File: config.mk
export PLATFORM = sky130hd
export DESIGN_NAME = calendar_date_month
export DESIGN_NICKNAME = d
export VERILOG_FILES = /design/src/rtl/calendar_date_month.sv
export SDC_FILE = /design/constraint.sdc
export NUM_CORES = 1
export LEC_CHECK = 0
export BUFFER_PORTS_ARGS = -buffer_cell sky130_fd_sc_hd__buf_2
export CORE_MARGIN = 1.5
export CORE_UTILIZATION = 59
export CTS_CLUSTER_SIZE = 24
export DETAILED_ROUTE_END_ITERATION = 16
export PLACE_DENSITY = 0.87
export SLEW_MARGIN = 5
export SYNTH_ARGS = -nofsm -noshare
export SYNTH_HDL_FRONTEND = slang
export SYNTH_SLANG_ARGS = --single-unit
export TNS_END_PERCENT = 5
File: constraint.sdc
create_clock -name clk -period 4.79 [get_ports clk]
set_clock_uncertainty 0.2 [all_clocks]
set_input_delay 0.2395 -clock clk [delete_from_list [all_inputs] [get_ports clk]]
set_output_delay 0.2395 -clock clk [all_outputs]
set_load 0.005 [all_outputs]
File: src/rtl/calendar_date_month.sv
`default_nettype none
// +----------------------------------------------------------------------+
// | calendar_date_month: date (1..31) / month (1..12) / leap-phase stage  |
// | advanced by the day rollover tick or by manual set inputs.           |
// | Revision: 1.0 - initial release                                      |
// +----------------------------------------------------------------------+
module calendar_date_month #(
  parameter bit LEAP_EN    = 1'b1,
  parameter int INIT_MONTH = 1,
  parameter int INIT_DATE  = 1
) (
  input  logic       clk,
  input  logic       rst,
  input  logic       day_tick,
  input  logic       timeset,
  input  logic       date_adv,
  input  logic       month_adv,
  input  logic       year_adv,
  output logic [6:0] TDate,
  output logic [6:0] TMonth,
  output logic [1:0] yr_phase,
  output logic       leap,
  output logic       year_tick
);

  localparam logic [6:0] c_JAN = 7'd1;
  localparam logic [6:0] c_FEB = 7'd2;
  localparam logic [6:0] c_DEC = 7'd12;

  logic [6:0] r_date, r_month;
  logic [1:0] r_phase;
  logic       r_ytick;

  logic [6:0] w_date, w_month;
  logic [1:0] w_phase, w_phase_inc;
  logic       w_ytick;
  logic [6:0] w_month_inc, w_dim_cur, w_dim_month_inc, w_dim_feb_next;

  function automatic logic [6:0] f_dim(input logic [6:0] m, input logic lp);
    case (m)
      7'd2:                    f_dim = lp ? 7'd29 : 7'd28;
      7'd4, 7'd6, 7'd9, 7'd11: f_dim = 7'd30;
      default:                 f_dim = 7'd31;
    endcase
  endfunction

  assign leap            = LEAP_EN & (r_phase == 2'd0);
  assign w_phase_inc     = r_phase + 2'd1;
  assign w_month_inc     = (r_month == c_DEC) ? c_JAN : r_month + 7'd1;
  assign w_dim_cur       = f_dim(r_month, leap);
  assign w_dim_month_inc = f_dim(w_month_inc, leap);
  // February length once the leap phase has stepped forward
  assign w_dim_feb_next  = f_dim(c_FEB, LEAP_EN & (w_phase_inc == 2'd0));

  always_comb begin
    w_date  = r_date;
    w_month = r_month;
    w_phase = r_phase;
    w_ytick = 1'b0;
    if (day_tick) begin
      if (r_date < w_dim_cur) begin
        w_date = r_date + 7'd1;
      end else begin
        w_date = c_JAN;
        if (r_month < c_DEC) begin
          w_month = r_month + 7'd1;
        end else begin
          w_month = c_JAN;
          w_phase = w_phase_inc;
          w_ytick = 1'b1;
        end
      end
    end else if (timeset && month_adv) begin
      w_month = w_month_inc;
      if (r_date > w_dim_month_inc) w_date = w_dim_month_inc;
    end else if (timeset && date_adv) begin
      w_date = (r_date >= w_dim_cur) ? c_JAN : r_date + 7'd1;
    end else if (timeset && year_adv) begin
      w_phase = w_phase_inc;
      if ((r_month == c_FEB) && (r_date > w_dim_feb_next)) w_date = w_dim_feb_next;
    end
  end

  always_ff @(posedge clk or negedge rst) begin
    if (!rst) begin
      r_date  <= 7'(INIT_DATE);
      r_month <= 7'(INIT_MONTH);
      r_phase <= 2'd0;
      r_ytick <= 1'b0;
    end else begin
      r_date  <= w_date;
      r_month <= w_month;
      r_phase <= w_phase;
      r_ytick <= w_ytick;
    end
  end

  assign TDate     = r_date;
  assign TMonth    = r_month;
  assign yr_phase  = r_phase;
  assign year_tick = r_ytick;

endmodule
`default_nettype wire

==> results of run 1 <==
worst max-delay path, delay by kind of cell (launching register included):
family	cells	cell delay (ns)
compound gates	5	1.08
simple gates	6	1.03
flops	1	0.63
fa+ha+maj	2	0.60
worst max-delay path by stage:
stage / start / to / slack, ns / cells past startpoint
after floorplan: TMonth[0]$_DFFE_PN1P_ / TDate[0]$_DFFE_PN1P_ / 1.63 / 15
after detailed placement: TMonth[0]$_DFFE_PN1P_ / TDate[0]$_DFFE_PN1P_ / 1.28 / 13
after global placement: TMonth[0]$_DFFE_PN1P_ / TMonth[2]$_DFFE_PN0P_ / 1.38 / 13
final: TMonth[0]$_DFFE_PN1P_ / TDate[5]$_DFFE_PN0P_ / 1.16 / 13
after CTS: TMonth[0]$_DFFE_PN1P_ / TDate[0]$_DFFE_PN1P_ / 1.24 / 13
after global routing: TMonth[0]$_DFFE_PN1P_ / TDate[1]$_DFFE_PN0P_ / 0.97 / 14
registers in the layout, indices dropped and copies added (netlist names):
signal     cells
year_tick      1
yr_phase       2
TDate          7
TMonth         7
per-layer routing:
metal  track usage [%]  vias up
li1                  -      630
met2              46.5       88
met5                 0        -
met1              40.6      634
met3              3.80        7
met4              12.2        0
what timing repair did:
action	in CTS	in global routing
buffers inserted	0	0
hold buffers	1	0
hold endpoints to repair	17	0
cell families after synthesis:
| logic type | after synthesis |
|---|---|
| buffers and inverters | 16 |
| multiplexers | 1 |
| flip-flops | 17 |
| AO/OA/AOI/OAI | 47 |
| AND/OR/NAND/NOR | 65 |
| adder cells (fa/ha/maj) | 12 |
| XOR/XNOR | 3 |
per-stage QoR:
stage / hold WS [ns] / worst slack (ns) / area, µm²
3_5_place_dp: -0.00710 / 1.28 / 1490
3_3_place_gp: -0.0200 / 1.38 / 1490
6_report: 0.178 / 1.16 / 1520
4_1_cts: 0.200 / 1.24 / 1520
5_1_grt: 0.228 / 0.973 / 1520
2_1_floorplan: -0.256 / 1.63 / 1370
where the power goes:
| part | internal [mW] | switching (mW) | total, mW |
|---|---|---|---|
| Sequential | 0.206 | 0.0854 | 0.291 |
| Clock | 0.0325 | 0.0490 | 0.0815 |
| Combinational | 0.258 | 0.341 | 0.599 |
| Total | 0.496 | 0.476 | 0.972 |
cells in the mapped netlist, drive strengths merged (2+ instances only):
cell,number,area [µm²]
nand2,12,45.0
a41oi,2,17.5
nor2,19,71.3
and2,3,18.8
nand3b,2,15.0
xor2,2,17.5
o41ai,2,17.5
nor2b,5,31.3
a31oi,2,12.5
buf,4,35.0
dfstp,2,52.6
inv,11,41.3
ha,12,150
a21oi,9,56.3
o21ai,12,60.1
a22o,4,35.0
nand3,5,25.0
and3,5,36.3
dfrtp,15,375
or2,2,12.5
nor3,4,25.0
a21o,3,22.5
a21boi,2,15.0
o221ai,2,17.5
o22a,2,18.8
final cells by class:
cell class | count | area share, %
Clock buffer | 4 | 1.73
Inverter | 11 | 2.71
Multi-Input combinational cell | 128 | 56.6
Sequential cell | 17 | 28.1
Tap cell | 28 | 2.30
Timing Repair Buffer | 25 | 8.55
==> reports/metrics.yaml, run 1 <==
layout.nets: 205
synth_area_mm2: 0.00137
wl_met3_um: 315
area_of_the_core_mm2: 0.00221
h-tree-depth: 1
cp_max_fo: 10
synth_top_flop_cell: "sky130_fd_sc_hd__dfrtp_1"
r2r_slack_ns: 1.16
fp.dieArea_mm2: 0.00262
r2r_start: "TMonth[0]$_DFFE_PN1P_"
numPortBuffers: 24
report.final.slew_viol_count: 0
detailroute.wirelength.met2_um: 1590
syn_to_final_growth_pct: 11.1
min_period_over_period_pct: 75.8
layout_commonest_cell: "sky130_fd_sc_hd__buf_2"
grt_setup_unrepaired: "no"
grtUsageTotal_pct: 29.5
cts.root.buffer_cell: "sky130_fd_sc_hd__clkbuf_4"
placedCellCount: 208
power.leakage_nw: 0.729
m1WireLength_um: 1550
floorplan.die.height_um: 51.2
post_synth_mux_area_share_pct: 0.731
synth_adder_area_share_pct: 11.0
worstMarginPinSlew_ns: 0.767
cpPeakStageDelay_ns: 0.63
end_kind: "flip-flop"
grt_pass1_wl_um: 5710
worst_setup_path_start_kind: "flip-flop"
die-width_um: 51.2
cp_common_cell: "sky130_fd_sc_hd__nor2_1"
powerDensity_mw_per_mm2: 638
synth_compound_area_share_pct: 24.0
synth_sequential_area_ratio_pct: 31.2
drt-total-wl_um: 3500
clock-sinks: 17
combinational_family_with_the_most_area_after_synthesis: "simple AND/OR/NAND/NOR gates"
highest_layer: "met4"
postSynth.asyncResetShare_pct: 100
finalHoldViolCount: 0
ys_types: 49
grt_max_degree: 18
tritoncts: "yes"
std_cell_rows: 17
finished_core_util_pct: 68.8
drc_errors: 0
critical_path.cell_chain: "ha_1 -> and3_4 -> nor2_1 -> or3_1 -> a31oi_1 -> nor2_1 -> ha_1 -> nor2b_1 -> o211ai_1 -> a22o_1 -> a21oi_4 -> a41oi_1 -> nor2_1"
synth_enable_flop_cells: 0
period_minus_slack_ns: 3.63
sum_of_overflow_across_all_layers_after_global_routing: 0
detail_route.iter0.violations: 76
postCtsResizedCells: 0
timing.critical_path.slowest_stage_cell: "sky130_fd_sc_hd__dfstp_2"
netlist_instances: 161
route.antenna.remaining_nets: 0
clk_pin_slew_worst_paths_ns: 0.11
tns_ns: 0
ys_ff_latch: 17
hold_path.class: "in -> async"
design.portCount: 25
dp_hpwl_um: 2530
routed_via_density: 6.38
ir_worst_vdd_mv: 0.351
crit_required_ns: 4.81
vias_in_the_first_global_route: 1199
cts-root-to-sink-buffers: 2
r2r.worst_path.cells: 13
multi_input_area_um2: 862
clock.fmax_ghz: 0.275
layout_common_cells: "sky130_fd_sc_hd__buf_2 (24), sky130_fd_sc_hd__nor2_1 (19), sky130_fd_sc_hd__dfrtp_1 (15)"
report.final.setup_viol: 0
yosysWarningCount: 0
slew_headroom_pct: 48.9
post_synthesis_simple_gate_area_fraction_pct: 25.3
num-fill-cells: 180
routedWlPerCell_um: 16.4
register_area_um2: 428
criticalPathCategory: "reg -> reg"
gp_congestion: 0.906
layout-drive-gt1-share_pct: 19.5
vias: 1359
synthesis.nets: 180
antennaDiodeCount: 0
synth-xor-area-share_pct: 1.92
synth_area_per_cell_um2: 8.51
cts_buffers: 3
start_util_pct: 61.9
timing.max_cap.violations: 0
r2r_end: "TDate[5]$_DFFE_PN0P_"
grt_antenna_before_repair: 0
total_power_uw: 972
worst_skew_pair.late_latency_ns: 0.30
post_layout_nonfiller_instances: 213
worst-endpoint-arrival_ns: 3.65
first_pass_drt_iterations: 4
outcome: "completed"
No activity file was read; power rests on OpenSTA's default activity.
==> run 2, diff against run 1 <==
--- a/config.mk
+++ b/config.mk
@@ -7,10 +7,10 @@
 export LEC_CHECK = 0
 export BUFFER_PORTS_ARGS = -buffer_cell sky130_fd_sc_hd__buf_2
 export CORE_MARGIN = 1.5
-export CORE_UTILIZATION = 59
+export CORE_UTILIZATION = 55
 export CTS_CLUSTER_SIZE = 24
 export DETAILED_ROUTE_END_ITERATION = 16
-export PLACE_DENSITY = 0.87
+export PLACE_DENSITY = 0.82
 export SLEW_MARGIN = 5
 export SYNTH_ARGS = -nofsm -noshare
 export SYNTH_HDL_FRONTEND = slang
==> constraint.sdc (replaced) <==
create_clock -name clk -period 3.7 [get_ports clk]
set_clock_uncertainty 0.2 [all_clocks]
set_input_delay 0.185 -clock clk [delete_from_list [all_inputs] [get_ports clk]]
set_output_delay 0.185 -clock clk [all_outputs]
set_load 0.005 [all_outputs]
==> run 2 against run 1 <==
Power grew 32%. Global-route usage shrank 1.6 points. Count of clock-buffer cells in the layout shrank 1. Via count grew 3.0%. Combinational power grew 33%. Sequential power grew 31%. Final cell count grew 1.4%. Clock power grew 29%. Sequential share of layout area shrank 0.45 points. Maximum frequency grew 2.3%. Die area grew 6.8%. Design area grew 1.6%. Largest power group unchanged.
==> reports/metrics.yaml, run 2 (synthesis results as in run 1) <==
outcome: "completed"
stdcell_area_mm2: 0.00155
layout_commonest_cell: "sky130_fd_sc_hd__buf_2"
drc_errors: 0
groute.layer.met2.usage_pct: 43.1
clock.fmax_ghz: 0.282
gp_congestion: 0.934
route.antenna.remaining_nets: 0
placedCellCount: 209
grt_use_met1_pct: 39.5
report.final.slew_viol_count: 0
r2r.worst_path.cells: 13
floorplan.die.height_um: 52.9
total_power_mw: 1.29
dp_hpwl_um: 2530
end_kind: "flip-flop"
placed_area_mm2: 0.00149
detail_route.iter0.violations: 67
hold_path.class: "in -> async"
report.final.setup_viol: 0
r2r_end: "TDate[0]$_DFFE_PN1P_"
pre_cts_slack_ns: 0.194
first_pass_drt_iterations: 4
finalHoldViolCount: 0
multi_input_area_um2: 871
grtUsageTotal_pct: 27.8
vias: 1400
cp_max_fo: 7
clock-sinks: 17
area_of_the_core_mm2: 0.00228
setup.worst_path.end: "TDate[0]$_DFFE_PN1P_"
start_util_pct: 60.2
register_area_um2: 428
num-fill-cells: 178
timing.max_cap.violations: 0
setup_ws_ns: 0.152
r2r_start: "TMonth[0]$_DFFE_PN1P_"
cts-root-to-sink-buffers: 2
cts.root.buffer_cell: "sky130_fd_sc_hd__clkbuf_4"
slew_headroom_pct: 47.3
layout-drive-gt1-share_pct: 21.3
antennaDiodeCount: 0
global_route_track_usage_on_met3_pct: 2.82
grt_antenna_before_repair: 0
fp.dieArea_mm2: 0.00280
worstMarginPinSlew_ns: 0.784
drt-total-wl_um: 3580
crit_required_ns: 3.72
clk_pin_slew_worst_paths_ns: 0.10
worst-endpoint-arrival_ns: 3.57
layout_common_cells: "sky130_fd_sc_hd__buf_2 (24), sky130_fd_sc_hd__nor2_1 (19), sky130_fd_sc_hd__dfrtp_1 (15)"
post_layout_nonfiller_instances: 216
period_minus_slack_ns: 3.55
postCtsResizedCells: 0
routedWlPerCell_um: 16.6
r2r_slack_ns: 0.15
powerDensity_mw_per_mm2: 830
design.portCount: 25
routed_via_density: 6.48
die-width_um: 52.9
grt_max_degree: 18
power.leakage_nw: 0.743
cts_buffers: 3
grt_pass1_wl_um: 5760
ir_worst_vdd_mv: 0.572
std_cell_rows: 17
tritoncts: "yes"
criticalPathCategory: "reg -> reg"
layout.nets: 208
finished_core_util_pct: 68.0
worst_skew_pair.late_latency_ns: 0.30
numPortBuffers: 24
min_period_over_period_pct: 95.9
h-tree-depth: 1
grt_setup_unrepaired: "yes"
grt.busiest_layer: "met2"
vias_in_the_first_global_route: 1267
sum_of_overflow_across_all_layers_after_global_routing: 0
syn_to_final_growth_pct: 13.0
worst_setup_path_start_kind: "flip-flop"
critPathLaunch: "TMonth[0]$_DFFE_PN1P_"
run 2: changes by cell type in the layout (fill, tap and decap cells not counted):
cell                       change
sky130_fd_sc_hd__buf_4         +2
sky130_fd_sc_hd__a21oi_2       +1
sky130_fd_sc_hd__clkinv_2      +1
sky130_fd_sc_hd__clkbuf_1      -1
run 2: per-stage QoR:
| step | setup TNS (ns) | hold WS (ns) |
|---|---|---|
| 2_1_floorplan | 0 | -0.311 |
| 3_3_place_gp | 0 | -0.0749 |
| 3_5_place_dp | 0 | -0.0686 |
| 4_1_cts | 0 | 0.126 |
| 5_1_grt | -0.0164 | 0.166 |
| 6_report | 0 | 0.120 |
run 2: worst min-delay path by stage:
stage | to | slack (ns) | startpoint
finish | TMonth[6]$_DFFE_PN0P_ | 0.12 | rst
global route | TMonth[6]$_DFFE_PN0P_ | 0.17 | rst
CTS | yr_phase[0]$_DFFE_PN0P_ | 0.13 | year_adv
detailed placement | TMonth[6]$_DFFE_PN0P_ | -0.07 | rst
global placement | TMonth[4]$_DFFE_PN0P_ | -0.07 | rst
floorplan | TDate[1]$_DFFE_PN0P_ | -0.31 | rst
run 2: area by class of cell:
type / instances / share of cell area (%)
clock buffers: 3 / 1.46
clock inverters: 1 / 0.323
inverters: 11 / 2.67
multi-input cells: 129 / 56.3
flip-flops and latches: 17 / 27.6
well taps: 28 / 2.26
repair buffers: 27 / 9.38
run 2: timing repair:
item,CTS,global route
setup buffers,0,1
endpoints found under the setup margin,0,5
hold buffers,1,0
endpoints found under the hold margin,17,0
run 2: metal layers:
layer  vias up  share of wire [%]
met5         -                  0
met3        14                7.3
met2        92                 46
met4         0                2.7
met1       657                 44
li1        637                  -
run 2: worst max-delay path: stages (launching register included):
cell and delay (ns):
sky130_fd_sc_hd__dfstp_2 0.61, sky130_fd_sc_hd__ha_1 0.29, sky130_fd_sc_hd__and3_4 0.25, sky130_fd_sc_hd__nor2_1 0.04
sky130_fd_sc_hd__or3_1 0.32, sky130_fd_sc_hd__a31oi_1 0.25, sky130_fd_sc_hd__nor2_1 0.11, sky130_fd_sc_hd__ha_1 0.31
sky130_fd_sc_hd__nor2b_1 0.16, sky130_fd_sc_hd__o211ai_1 0.10, sky130_fd_sc_hd__a22o_1 0.31, sky130_fd_sc_hd__a21oi_2 0.26
sky130_fd_sc_hd__o21ai_0 0.16, sky130_fd_sc_hd__o221ai_1 0.10
run 2: power by group:
group          internal (mW)  switching, mW  total (mW)
clock network         0.0403         0.0645       0.105
logic                  0.347          0.452       0.799
registers              0.267          0.115       0.381
total                  0.654          0.631        1.29
==> run 3, diff against run 2 <==
--- a/config.mk
+++ b/config.mk
@@ -10,7 +10,8 @@
 export CORE_UTILIZATION = 55
 export CTS_CLUSTER_SIZE = 24
 export DETAILED_ROUTE_END_ITERATION = 16
-export PLACE_DENSITY = 0.82
+export PLACE_DENSITY = 0.78
+export SETUP_SLACK_MARGIN = 0.15
 export SLEW_MARGIN = 5
 export SYNTH_ARGS = -nofsm -noshare
 export SYNTH_HDL_FRONTEND = slang
==> run 3 against run 2 <==
Sequential power fell by 2%. Critical path depth stayed put. Design area is 1.1% higher. Maximum frequency up 4.6%. Non-clock buffer count grew 2. Largest power group unchanged. Hold slack better by 0.014 ns. First-iteration DRC count fell by 42%. Die area did not move. Global-route usage is 2.6 points lower. Largest cell class unchanged.
==> reports/metrics.yaml, run 3 (synthesis results as in run 1) <==
clock.fmax_ghz: 0.295
vias_in_the_first_global_route: 1131
layout_commonest_cell: "sky130_fd_sc_hd__buf_2"
antennaDiodeCount: 0
cp_max_fo: 6
cts-root-to-sink-buffers: 2
finalHoldWorstSlack_ns: 0.134
cts.root.buffer_cell: "sky130_fd_sc_hd__clkbuf_4"
power.switching_fraction_pct: 47.7
end_kind: "flip-flop"
slew_headroom_pct: 63.1
ir_worst_vdd_mv: 0.467
grt_pass1_wl_um: 5230
finalHoldViolCount: 0
routedWlPerCell_um: 14.9
std_cell_rows: 17
area_of_the_core_mm2: 0.00228
tritoncts: "yes"
criticalPathCategory: "reg -> reg"
critical_path.cell_chain: "ha_2 -> and3_4 -> nor2_1 -> or3_1 -> a31oi_1 -> nor2_1 -> ha_1 -> nor2b_1 -> o211ai_1 -> a22o_1 -> a21oi_4 -> nand2_1 -> o221ai_1"
worst_skew_pair.late_latency_ns: 0.28
power.sequential.fraction_pct: 29.6
worstSetupPathDepth: 13
routed_via_density: 6.11
worst_setup_path_start_kind: "flip-flop"
drt-total-wl_um: 3260
period_minus_slack_ns: 3.39
combined_buffer_and_inverter_count_along_the_critical_path: 0
h-tree-depth: 1
start_util_pct: 60.2
tns_ns: 0
power.combinational.fraction_pct: 62.4
numPortBuffers: 24
finished_core_util_pct: 68.8
cpPeakStageDelay_ns: 0.59
cts_buffers: 3
die-width_um: 52.9
outcome: "completed"
power.leakage_nw: 0.749
dp_hpwl_um: 2440
worst-endpoint-arrival_ns: 3.39
timing.max_cap.violations: 0
clock-sinks: 17
syn_to_final_growth_pct: 14.2
gp_congestion: 0.848
floorplan.die.height_um: 52.9
first_pass_drt_iterations: 4
worstMarginPinSlew_ns: 0.550
grt_max_degree: 18
report.final.setup_viol: 0
layout.nets: 210
powerDensity_mw_per_mm2: 811
route.antenna.remaining_nets: 0
report.final.slew_viol_count: 0
vias: 1333
critical_path.top_delay_family: "compound AO/OA/AOI/OAI gates"
timing.critical_path.slowest_stage_cell: "sky130_fd_sc_hd__dfstp_2"
drc_errors: 0
layout_common_cells: "sky130_fd_sc_hd__buf_2 (24), sky130_fd_sc_hd__nor2_1 (19), sky130_fd_sc_hd__dfrtp_1 (15), sky130_fd_sc_hd__nand2_1 (12), sky130_fd_sc_hd__o21ai_0 (12)"
detail_route.iter0.violations: 39
grt_antenna_before_repair: 0
num-fill-cells: 182
r2r.worst_path.cells: 13
clk_pin_slew_worst_paths_ns: 0.10
min_period_over_period_pct: 91.6
crit_required_ns: 3.70
grt_setup_unrepaired: "yes"
cp_common_cell: "sky130_fd_sc_hd__nor2_1"
timing.hold.worst_path_depth: 4
p_switching_uw: 605
power_frac_clock_pct: 8.1
power_report.internal_total_uw: 664
grtUsageTotal_pct: 25.2
sum_of_overflow_across_all_layers_after_global_routing: 0
fp.dieArea_mm2: 0.00280
layout-drive-gt1-share_pct: 22.6
design.portCount: 25
hold_path.class: "in -> reg"
## run 3: path summary, 6_finish.rpt
check | start | end | slack [ns]
max in group asynchronous | rst | TMonth[0]$_DFFE_PN1P_ | 2.84
hold / removal | year_adv | yr_phase[0]$_DFFE_PN0P_ | 0.13
min in group asynchronous | rst | TMonth[2]$_DFFE_PN0P_ | 0.14
setup reg to reg | TMonth[0]$_DFFE_PN1P_ | TDate[1]$_DFFE_PN0P_ | 0.31
hold reg to reg | TDate[6]$_DFFE_PN0P_ | TDate[6]$_DFFE_PN0P_ | 0.32
setup / recovery | TMonth[0]$_DFFE_PN1P_ | TDate[1]$_DFFE_PN0P_ | 0.31
## run 3: per-layer routing
layer	global-route usage [%]	up-vias	part of all wire (%)
met1	39.4	623	47
li1	-	644	-
met2	36.5	64	45
met3	2.54	2	7.3
met4	6.84	0	0.49
met5	0	-	0
## run 3: power groups by stage
stage	clock network, mW	logic (mW)	registers (mW)
finish	0.102	0.792	0.375
detailed placement	0	0.749	0.380
floorplan	0	0.559	0.349
global route	0.113	0.878	0.388
CTS	0.104	0.756	0.376
global placement	0	0.726	0.369
## run 3: worst min-delay path, delay by kind of cell
family                 cells  cell delay [ns]
AO/OA/AOI/OAI              1             0.10
XOR/XNOR                   1             0.14
buffers and inverters      1             0.10
AND/OR/NAND/NOR            1             0.07
## run 3: cell type report
cell class	instances	area, µm²	share of cell area (%)
repair buffers	29	160	10.2
clock buffers	4	26.3	1.68
inverters	11	41.3	2.64
well taps	28	35.0	2.24
multi-input cells	129	875	55.9
flip-flops and latches	17	428	27.3
## run 3: what timing repair did
item | in CTS | in global routing
hold buffers | 1 | 0
endpoints found under the hold margin | 17 | 0
endpoints found under the setup margin | 0 | 6
resized for setup | 0 | 2
setup buffers | 0 | 2
## run 3: metrics by stage
| step | worst slack [ns] | power, mW | std cells | cell area (µm²) |
|---|---|---|---|---|
| finish | 0.310 | 1.27 | 218 | 1570 |
| detailed placement | 0.227 | 1.13 | 210 | 1500 |
| global placement | 0.340 | 1.09 | 210 | 1500 |
| global route | 0.124 | 1.38 | 218 | 1570 |
| CTS | 0.187 | 1.24 | 215 | 1540 |
| floorplan | 0.542 | 0.907 | 161 | 1370 |
